==> config.mk <==
export PLATFORM = sky130hd
export DESIGN_NAME = bus_master_ctrl
export DESIGN_NICKNAME = d
export VERILOG_FILES = /design/src/rtl/bus_master_ctrl.sv
export SDC_FILE = /design/constraint.sdc
export NUM_CORES = 1
export LEC_CHECK = 0
export ABC_AREA = 1
export BUFFER_PORTS_ARGS = -buffer_cell sky130_fd_sc_hd__buf_2
export CAP_MARGIN = 10
export CORE_ASPECT_RATIO = 2
export CORE_UTILIZATION = 49
export CTS_CLUSTER_SIZE = 8
export DETAILED_ROUTE_END_ITERATION = 6
export GPL_TIMING_DRIVEN = 0
export HOLD_SLACK_MARGIN = 0.03
export PLACE_DENSITY = 0.84
export SLEW_MARGIN = 10
export SYNTH_ARGS = -nofsm -noshare
export SYNTH_HDL_FRONTEND = slang
export SYNTH_SLANG_ARGS = --single-unit
==> constraint.sdc <==
create_clock -name clk -period 2 [get_ports clk]
set_clock_uncertainty 0.1 [all_clocks]
set_input_delay 0.4 -clock clk [delete_from_list [all_inputs] [get_ports clk]]
set_output_delay 0.4 -clock clk [all_outputs]
set_load 0.1 [all_outputs]
==> src/rtl/bus_master_ctrl.sv <==
// Master-side bus transaction sequencer: latches one core access, requests the bus, runs the strobe, returns data.
// Optional abort-on-timeout is built when BUS_TIMEOUT_EN is defined.
module bus_master_ctrl #(
    parameter int unsigned ADDR_W  = 30,
    parameter int unsigned DATA_W  = 32,
    parameter int unsigned TIMEOUT = 255
) (
    input  logic              clk,
    input  logic              reset_,
    input  logic              core_as_,
    input  logic              core_rw,
    input  logic [ADDR_W-1:0] core_addr,
    input  logic [DATA_W-1:0] core_wr_data,
    output logic [DATA_W-1:0] core_rd_data,
    output logic              core_busy,
    output logic              core_done,
    output logic              core_err,
    output logic              bus_req_,
    input  logic              bus_grnt_,
    output logic [ADDR_W-1:0] bus_addr,
    output logic              bus_as_,
    output logic              bus_rw,
    output logic [DATA_W-1:0] bus_wr_data,
    input  logic [DATA_W-1:0] bus_rd_data,
    input  logic              bus_rdy_
);

    if (TIMEOUT < 1 || TIMEOUT > 255) begin : g_timeout_range
        $error("bus_master_ctrl: TIMEOUT must be within 1..255");
    end

    typedef enum logic [1:0] {
        ST_IDLE,
        ST_REQ,
        ST_ACCESS
    } state_e;

    state_e            st_q, st_d;
    logic              req_n_q, req_n_d;
    logic              as_n_q, as_n_d;
    logic              rw_q, rw_d;
    logic [ADDR_W-1:0] addr_q, addr_d;
    logic [DATA_W-1:0] wdata_q, wdata_d;
    logic [DATA_W-1:0] rdata_q, rdata_d;
    logic              busy_q, busy_d;
    logic              done_q, done_d;

`ifdef BUS_TIMEOUT_EN
    localparam logic [7:0] TMO_LAST = 8'(TIMEOUT - 1);

    logic       err_q, err_d;
    logic [7:0] tmo_q, tmo_d;
    logic       expired;

    assign expired = (tmo_q == TMO_LAST);
`endif

    always_comb begin
        st_d    = st_q;
        req_n_d = req_n_q;
        as_n_d  = as_n_q;
        rw_d    = rw_q;
        addr_d  = addr_q;
        wdata_d = wdata_q;
        rdata_d = rdata_q;
        busy_d  = busy_q;
        done_d  = 1'b0;
`ifdef BUS_TIMEOUT_EN
        err_d   = 1'b0;
        tmo_d   = tmo_q;
`endif
        unique case (st_q)
            ST_IDLE: begin
                // busy stays high through the done cycle and drops here unless a new access starts
                busy_d = 1'b0;
                if (!core_as_) begin
                    addr_d  = core_addr;
                    rw_d    = core_rw;
                    wdata_d = core_wr_data;
                    req_n_d = 1'b0;
                    busy_d  = 1'b1;
                    st_d    = ST_REQ;
`ifdef BUS_TIMEOUT_EN
                    tmo_d   = '0;
`endif
                end
            end
            ST_REQ: begin
`ifdef BUS_TIMEOUT_EN
                tmo_d = tmo_q + 8'd1;
`endif
                if (!bus_grnt_) begin
                    as_n_d = 1'b0;
                    st_d   = ST_ACCESS;
                end
`ifdef BUS_TIMEOUT_EN
                else if (expired) begin
                    req_n_d = 1'b1;
                    as_n_d  = 1'b1;
                    done_d  = 1'b1;
                    err_d   = 1'b1;
                    st_d    = ST_IDLE;
                end
`endif
            end
            ST_ACCESS: begin
`ifdef BUS_TIMEOUT_EN
                tmo_d = tmo_q + 8'd1;
`endif
                // ready on the expiry edge takes priority over the abort
                if (!bus_rdy_) begin
                    if (rw_q) begin
                        rdata_d = bus_rd_data;
                    end
                    done_d  = 1'b1;
                    req_n_d = 1'b1;
                    as_n_d  = 1'b1;
                    st_d    = ST_IDLE;
                end
`ifdef BUS_TIMEOUT_EN
                else if (expired) begin
                    req_n_d = 1'b1;
                    as_n_d  = 1'b1;
                    done_d  = 1'b1;
                    err_d   = 1'b1;
                    st_d    = ST_IDLE;
                end
`endif
            end
            default: begin
                st_d = ST_IDLE;
            end
        endcase
    end

    always_ff @(posedge clk or negedge reset_) begin
        if (!reset_) begin
            st_q    <= ST_IDLE;
            req_n_q <= 1'b1;
            as_n_q  <= 1'b1;
            rw_q    <= 1'b1;
            addr_q  <= '0;
            wdata_q <= '0;
            rdata_q <= '0;
            busy_q  <= 1'b0;
            done_q  <= 1'b0;
        end else begin
            st_q    <= st_d;
            req_n_q <= req_n_d;
            as_n_q  <= as_n_d;
            rw_q    <= rw_d;
            addr_q  <= addr_d;
            wdata_q <= wdata_d;
            rdata_q <= rdata_d;
            busy_q  <= busy_d;
            done_q  <= done_d;
        end
    end

`ifdef BUS_TIMEOUT_EN
    always_ff @(posedge clk or negedge reset_) begin
        if (!reset_) begin
            err_q <= 1'b0;
            tmo_q <= '0;
        end else begin
            err_q <= err_d;
            tmo_q <= tmo_d;
        end
    end

    assign core_err = err_q;
`else
    assign core_err = 1'b0;
`endif

    assign core_rd_data = rdata_q;
    assign core_busy    = busy_q;
    assign core_done    = done_q;
    assign bus_req_     = req_n_q;
    assign bus_as_      = as_n_q;
    assign bus_rw       = rw_q;
    assign bus_addr     = addr_q;
    assign bus_wr_data  = wdata_q;

endmodule

==> Word-level counts from Yosys, hierarchy flattened <==
Cells that the tools add are included.
{ "word_totals": {"register_bits": 101, "out_inout_bits": 100, "elab_cells": 36} }
{ "op_classes": {"n_eq_ne": 5, "n_mux": 12, "bitwise": 2, "n_reduce_logical": 8} }
{ "op_table": {"columns": ["cell", "count"], "rows": [
  ["$reduce_and 3->1", 4],
  ["$mux 1", 6],
  ["$mux 2", 3],
  ["$ne 2x2->1 const B", 3],
  ["$pmux 2 s3", 1],
  ["$pmux 1 s2", 2],
  ["$reduce_bool 2->1", 2],
  ["$eq 2x1->1 const B", 1],
  ["$eq 2x2->1 const B", 1],
  ["$logic_not 2->1", 1],
  ["$not 1->1", 2],
  ["$reduce_and 2->1", 1]
]} }

==> Longest topological paths before layout <==
Gate-level depths: netlist of the first run.
{ "logic_depth": {"word_depth": 3, "depth_mapped": 6} }

==> Worst setup path before layout of the first run <==
OpenSTA, ideal clock, no wires.
{ "synth_path": {"path_kind": "reg2reg", "from": "reg rw_q, in the netlist bus_rw", "to": "reg rdata_q[10], in the netlist core_rd_data[10]", "setup_time_ns": 0.122, "t_arrival_ns": 1.529, "t_required_ns": 1.778, "slack_ns": 0.249, "stages_incl_launch_ff": 7, "path_buffers": 1, "synth_period_minus_slack_ns": 1.751, "path_cell_list": "dfstp_2 > inv_1 > nor2_2 > nand2_1 > buf_2 > nand2_1 > nand2_1"} }
{ "synth_between": {"elab_chain_len": 1} }
{ "synth_rtl": {"columns": ["element", "line_no", "rtl"], "rows": [
  ["start, declared", "41", "logic rw_q, rw_d;"],
  ["start signal, assigned", "151", "rw_q <= rw_d;"],
  ["$reduce_and 3->1 (no source line)", null, null],
  ["end signal, assigned", "154", "rdata_q <= rdata_d;"],
  ["end, declared", "44", "logic [DATA_W-1:0] rdata_q, rdata_d;"]
]} }
Every way passes these cells.
A chain may end at the register's enable or synchronous reset.

==> Worst setup path after layout of the first run <==
{ "layout_path": {"from": "reg rw_q, in the netlist bus_rw", "to": "out bus_rw"} }
{ "layout_rtl": {"columns": ["element", "line_no", "rtl"], "rows": [
  ["end, declared", "22", "output logic bus_rw,"]
]} }
No word-level cell between the ends.

==> results of run 1 <==
==> per-stage QoR <==
| stage | setup TNS [ns] | std cells | area (um^2) | utilization [%] |
|---|---|---|---|---|
| after floorplan | 0 | 437 | 3960 | - |
| after global placement | -50.46 | 731 | 5070 | 64.3 |
| after detailed placement | 0 | 732 | 5100 | 64.7 |
| after CTS | 0 | 749 | 5460 | 69.2 |
| after global routing | 0 | 749 | 5460 | 69.2 |
| final | 0 | 749 | 5460 | 69.2 |
==> cell families after synthesis <==
family | Yosys count
AND/OR/NAND/NOR | 301
flip-flops | 101
buffers and inverters | 33
AO/OA/AOI/OAI | 1
other | 1
==> placed cells by master, fill, tap and decap left out, drive strengths merged <==
| cell type | n |
|---|---|
| buf | 214 |
| nand2 | 200 |
| dfrtp | 98 |
| nand3 | 96 |
| clkbuf | 26 |
| inv | 5 |
| dfstp | 3 |
| nor2 | 3 |
| bufinv | 2 |
| nor3 | 1 |
| nand3b | 1 |
| o21ai | 1 |
| conb | 1 |
| clkinv | 1 |
| dlygate4sd3 | 1 |
==> timing repair <==
action | CTS | global route
endpoints found under the setup margin | 0 | 0
setup buffers | 0 | 0
hold buffers | 1 | 0
endpoints found under the hold margin | 37 | 0
==> state kept, by name (all words and copies together) (netlist names) <==
register	flops
bus_as_	1
core_done	1
bus_wr_data	32
bus_addr	30
bus_req_	1
st_q	2
bus_rw	1
core_busy	1
core_rd_data	32
==> routing by layer <==
| layer | vias to the layer above | track usage (%) |
|---|---|---|
| li1 | 1812 | - |
| met1 | 1742 | 25.7 |
| met2 | 140 | 47.6 |
| met3 | 27 | 3.96 |
| met4 | 0 | 13.8 |
| met5 | - | 0 |
==> area by class of cell <==
class / instances / area share (%)
plain buffers: 29 / 2.57
clock buffers: 12 / 4.88
clock inverters: 4 / 1.42
inverters: 4 / 0.275
multi-input cells: 303 / 23.4
flip-flops and latches: 101 / 46.4
well taps: 96 / 2.20
repair buffers: 200 / 18.9
==> worst min path at each step <==
stage          slack (ns)              end  cells after the start
2_1_floorplan       0.004      bus_addr[0]                      0
3_3_place_gp         0.35     bus_addr[13]                      2
3_5_place_dp         0.30  core_rd_data[8]                      1
4_1_cts              0.17           bus_rw                      3
5_1_grt              0.19  bus_wr_data[19]                      3
6_report             0.18           bus_rw                      3
==> impl_metrics.env, run 1 <==
export IMPL_synth_fp_nets=537
export IMPL_hold_start="core_rw"
export IMPL_drt_vias_per_instance=4.97
export IMPL_worstPathMaxFanout=3
export IMPL_outcome="finished, final reports clean"
export IMPL_vias=3721
export IMPL_crit_required_ns=1.50
export IMPL_ys_top_cells_by_area="dfrtp_1 (62%), nand2_1 (19%), nand3_1 (12%), dfstp_2 (2.0%), clkbuf_1 (1.3%)"
export IMPL_m1WireLength_mm=3.69
export IMPL_grt_pass1_vias=3669
export IMPL_grt_start_max_net_pins=65
export IMPL_grtUsageTotal_pct=25.3
export IMPL_synthesis_area_um2=3960
export IMPL_coreArea_um2=7890
export IMPL_netlist_instances=437
export IMPL_synth_edff_count=0
export IMPL_hold_slack_ns=0.181
export IMPL_clock_sinks=101
export IMPL_synth_top_family_by_area="simple AND/OR/NAND/NOR gates"
export IMPL_portBuffers=198
export IMPL_root_buffer="clkbuf_16"
export IMPL_setup_viol=0
export IMPL_cts_tree="yes"
export IMPL_crit_start="bus_rw"
export IMPL_wl_mm=10.4
export IMPL_r2r_cells=5
export IMPL_startpoint_type="flop"
export IMPL_die_h_um=129
export IMPL_first_pass_iters=4
export IMPL_routabilityCongestion=0.774
export IMPL_design_die_area_um2=8470
export IMPL_cp_endpoint="bus_rw"
export IMPL_place_ws_ns=0.427
export IMPL_critPathMaxStageDelay_ns=0.55
export IMPL_synth_mux_area_share_pct=0
export IMPL_crit_arrival_ns=1.30
export IMPL_ff2ff_setup_slack_ns=0.42
export IMPL_area_growth_pct=37.7
export IMPL_path_clk_slew_ns=0.07
export IMPL_drtIter0Drc=205
export IMPL_rsz0062_at_grt="false"
export IMPL_synth_area_leader_cell="dfrtp_1"
export IMPL_io_pin_count=200
export IMPL_overflow=0
export IMPL_insertion_delay_ns=0.33
export IMPL_ys_ff_latch=101
export IMPL_start_util_pct=50.3
export IMPL_routed_wl_met3_um=506
export IMPL_antennaDiodeCount=0
export IMPL_num_rows=46
export IMPL_synth_most_common_cell="nand2_1"
export IMPL_worst_path_stages=1
export IMPL_crit_path_cell_trace="buf_2"
export IMPL_maxCapViolations=0
export IMPL_yosysSeqAreaShare_pct=63.9
export IMPL_path_buf_inv=1
export IMPL_cp_slowest_cell="dfstp_2"
export IMPL_place_hpwl_mm=8.03
export IMPL_cts_resized=0
export IMPL_highest_layer="met4"
export IMPL_min_period_ns=1.80
export IMPL_synth_ff_type="dfrtp_1"
export IMPL_r2r_start="bus_rw"
export IMPL_worstSetupPathType="flop to output pin"
export IMPL_synth_commonest_cells="nand2_1 (200), dfrtp_1 (98), nand3_1 (96)"
export IMPL_hold_viol=0
export IMPL_cts_made_buffers=9
export IMPL_route_antenna_remaining_nets=0
export IMPL_crit_path_end_kind="output pin"
export IMPL_max_slew_margin_pct=66.3
export IMPL_synthSimpleGateAreaFrac_pct=32.0
export IMPL_period_share_pct=90.2
export IMPL_synth_cell_types=15
export IMPL_drive_above_1_share_pct=36.4
export IMPL_grt_first_pass_wirelength_mm=16.3
export IMPL_route_detailed_drc=0
export IMPL_wl_per_cell_um=13.8
export IMPL_slew_violations=0
export IMPL_ff_latch_area_um2=2530
export IMPL_synth_compound_area_share_pct=0.126
export IMPL_r2r_end="core_rd_data[9]"
export IMPL_antenna_found_initial=0
export IMPL_synth_fa_ha_area_share_pct=0
export IMPL_hold_class="input pin to flop"
export IMPL_nets=748
export IMPL_synth_xor_area_share_pct=0
export IMPL_yosysWarnings=0
export IMPL_setup_slack_ns=0.196
export IMPL_clockBufferDepth=2
export IMPL_multiInputGateArea_um2=1280
export IMPL_fmax_ghz=0.554
export IMPL_cts_htree_levels=3
export IMPL_n_fill_cell=628
export IMPL_avgSynthCellArea_um2=9.07
export IMPL_worst_slew_pin_slew_ns=0.505
export IMPL_cp_top_family="flip-flops"
export IMPL_netlist_area_leader_share_pct=61.9
export IMPL_die_width_um=65.6
export IMPL_async_reset_ff_share_pct=100
export IMPL_dr_wl_met2_mm=5.83
Power of run 1 is left out: the tool's default activity adds up to more than one toggle a clock period on the data nets, which glitch-free logic cannot reach.
==> run 2, diff against run 1 <==
Settings changed: CORE_UTILIZATION 49 to 51, CTS_BUF_LIST set to sky130_fd_sc_hd__clkbuf_8, PLACE_DENSITY 0.84 to 0.87.
Clock period 2 ns to 2.1 ns, I/O delays scaled along.
==> run 2 against run 1 <==
Register-to-register slack better by 0.04 ns. Via count is 0.97% higher. Worst setup slack better by 0.046 ns. Highest routed layer unchanged. Critical path type unchanged. Core utilization is 1.1 points higher. Cell count is 0.27% lower. Non-clock buffer count stayed put. Sequential share of layout area is 1.3 points higher. Flip-flop and latch count stayed put. Critical endpoint unchanged.
==> impl_metrics.env, run 2 (synthesized netlist as in run 1, its figures left out) <==
export IMPL_outcome="finished, final reports clean"
export IMPL_crit_path_cell_trace="buf_2"
export IMPL_grt_start_max_net_pins=69
export IMPL_die_width_um=64.3
export IMPL_postPlaceCellArea_um2=5100
export IMPL_cts_htree_levels=3
export IMPL_clockBufferDepth=2
export IMPL_final_cell_mix="buf_2 (207), nand2_1 (200), dfrtp_1 (98)"
export IMPL_place_ws_ns=0.488
export IMPL_place_hpwl_mm=7.93
export IMPL_die_h_um=127
export IMPL_coreArea_um2=7540
export IMPL_slew_violations=0
export IMPL_ctsHoldBuffers=1
export IMPL_startpoint_type="flop"
export IMPL_post_cts_buffers=0
export IMPL_r2r_cells=5
export IMPL_design_die_area_um2=8150
export IMPL_wl_mm=10.3
export IMPL_setup_viol=0
export IMPL_routabilityCongestion=0.801
export IMPL_path_buf_inv=1
export IMPL_drtIter0Drc=221
export IMPL_grt_pass1_vias=3732
export IMPL_wl_per_cell_um=13.9
export IMPL_n_fill_cell=625
export IMPL_drt_vias_per_instance=5.03
export IMPL_cp_top_family="flip-flops"
export IMPL_critPathMaxStageDelay_ns=0.56
export IMPL_crit_required_ns=1.58
export IMPL_min_period_ns=1.86
export IMPL_worstSetupPathType="flop to output pin"
export IMPL_design_area_um2=5310
export IMPL_ff2ff_setup_slack_ns=0.46
export IMPL_vias=3757
export IMPL_fmax_ghz=0.538
export IMPL_cp_slowest_cell="dfstp_2"
export IMPL_first_pass_iters=4
export IMPL_worstPathMaxFanout=3
export IMPL_period_share_pct=88.5
export IMPL_crit_arrival_ns=1.34
export IMPL_maxCapViolations=0
export IMPL_insertion_delay_ns=0.35
export IMPL_overflow=0
export IMPL_grtUsageTotal_pct=26.5
export IMPL_grt_first_pass_wirelength_mm=16.6
export IMPL_r2r_start="bus_rw"
export IMPL_hold_start="core_rw"
export IMPL_cts_tree="yes"
export IMPL_worst_slew_pin_slew_ns=0.519
export IMPL_hold_class="input pin to flop"
export IMPL_clock_sinks=101
export IMPL_max_slew_margin_pct=65.7
export IMPL_antenna_found_initial=0
export IMPL_start_util_pct=52.5
export IMPL_drive_above_1_share_pct=36.4
export IMPL_cts_made_buffers=9
export IMPL_root_buffer="clkbuf_8"
export IMPL_route_antenna_remaining_nets=0
export IMPL_final_common_cell="buf_2"
export IMPL_cts_resized=0
export IMPL_antennaDiodeCount=0
export IMPL_nets=748
export IMPL_hold_depth=3
export IMPL_io_pin_count=200
export IMPL_r2r_end="core_rd_data[9]"
export IMPL_crit_path_end_kind="output pin"
export IMPL_portBuffers=198
export IMPL_area_growth_pct=33.9
export IMPL_num_rows=45
export IMPL_setup_tns_final_ns=0
export IMPL_path_clk_slew_ns=0.09
export IMPL_hold_viol=0
export IMPL_min_delay_worst_endpoint="bus_rw"
export IMPL_route_detailed_drc=0
export IMPL_rsz0062_at_grt="false"
export IMPL_setup_slack_ns=0.242
## run 2: worst max path at each step
stage / start / to / cells after the start
after floorplan: bus_rw / core_rd_data[10] / 6
after global placement: reset_ / bus_wr_data[15] / 1
after detailed placement: bus_rw / core_rd_data[9] / 5
after CTS: bus_rw / bus_rw / 1
after global routing: bus_rw / bus_rw / 1
final: bus_rw / bus_rw / 1
## run 2: cell type report
class / count / area, um^2 / share of cell area [%]
sequential: 101 / 2530 / 47.7
multi-input combinational: 303 / 1280 / 24.1
timing repair buffer: 200 / 1030 / 19.4
clock buffer: 12 / 165 / 3.11
buffer: 29 / 140 / 2.64
tap: 94 / 118 / 2.22
clock inverter: 4 / 30.0 / 0.566
inverter: 4 / 15.0 / 0.283
## run 2: stage by stage
stage / hold slack, ns / util (%) / instances
2_1_floorplan: 0.0244 / - / 437
5_1_grt: 0.160 / 70.3 / 747
6_report: 0.175 / 70.3 / 747
3_5_place_dp: 0.297 / 67.6 / 730
4_1_cts: 0.147 / 70.3 / 747
3_3_place_gp: 0.348 / 67.2 / 729
## run 2: layer usage
| metal | vias up | part of all wire, % | global-route usage (%) |
|---|---|---|---|
| met2 | 173 | 54 | 46.1 |
| met5 | - | 0 | 0 |
| li1 | 1809 | - | - |
| met1 | 1743 | 37 | 29.1 |
| met4 | 0 | 3.6 | 13.6 |
| met3 | 32 | 6.1 | 6.74 |
Power of run 2 is left out for the same reason.
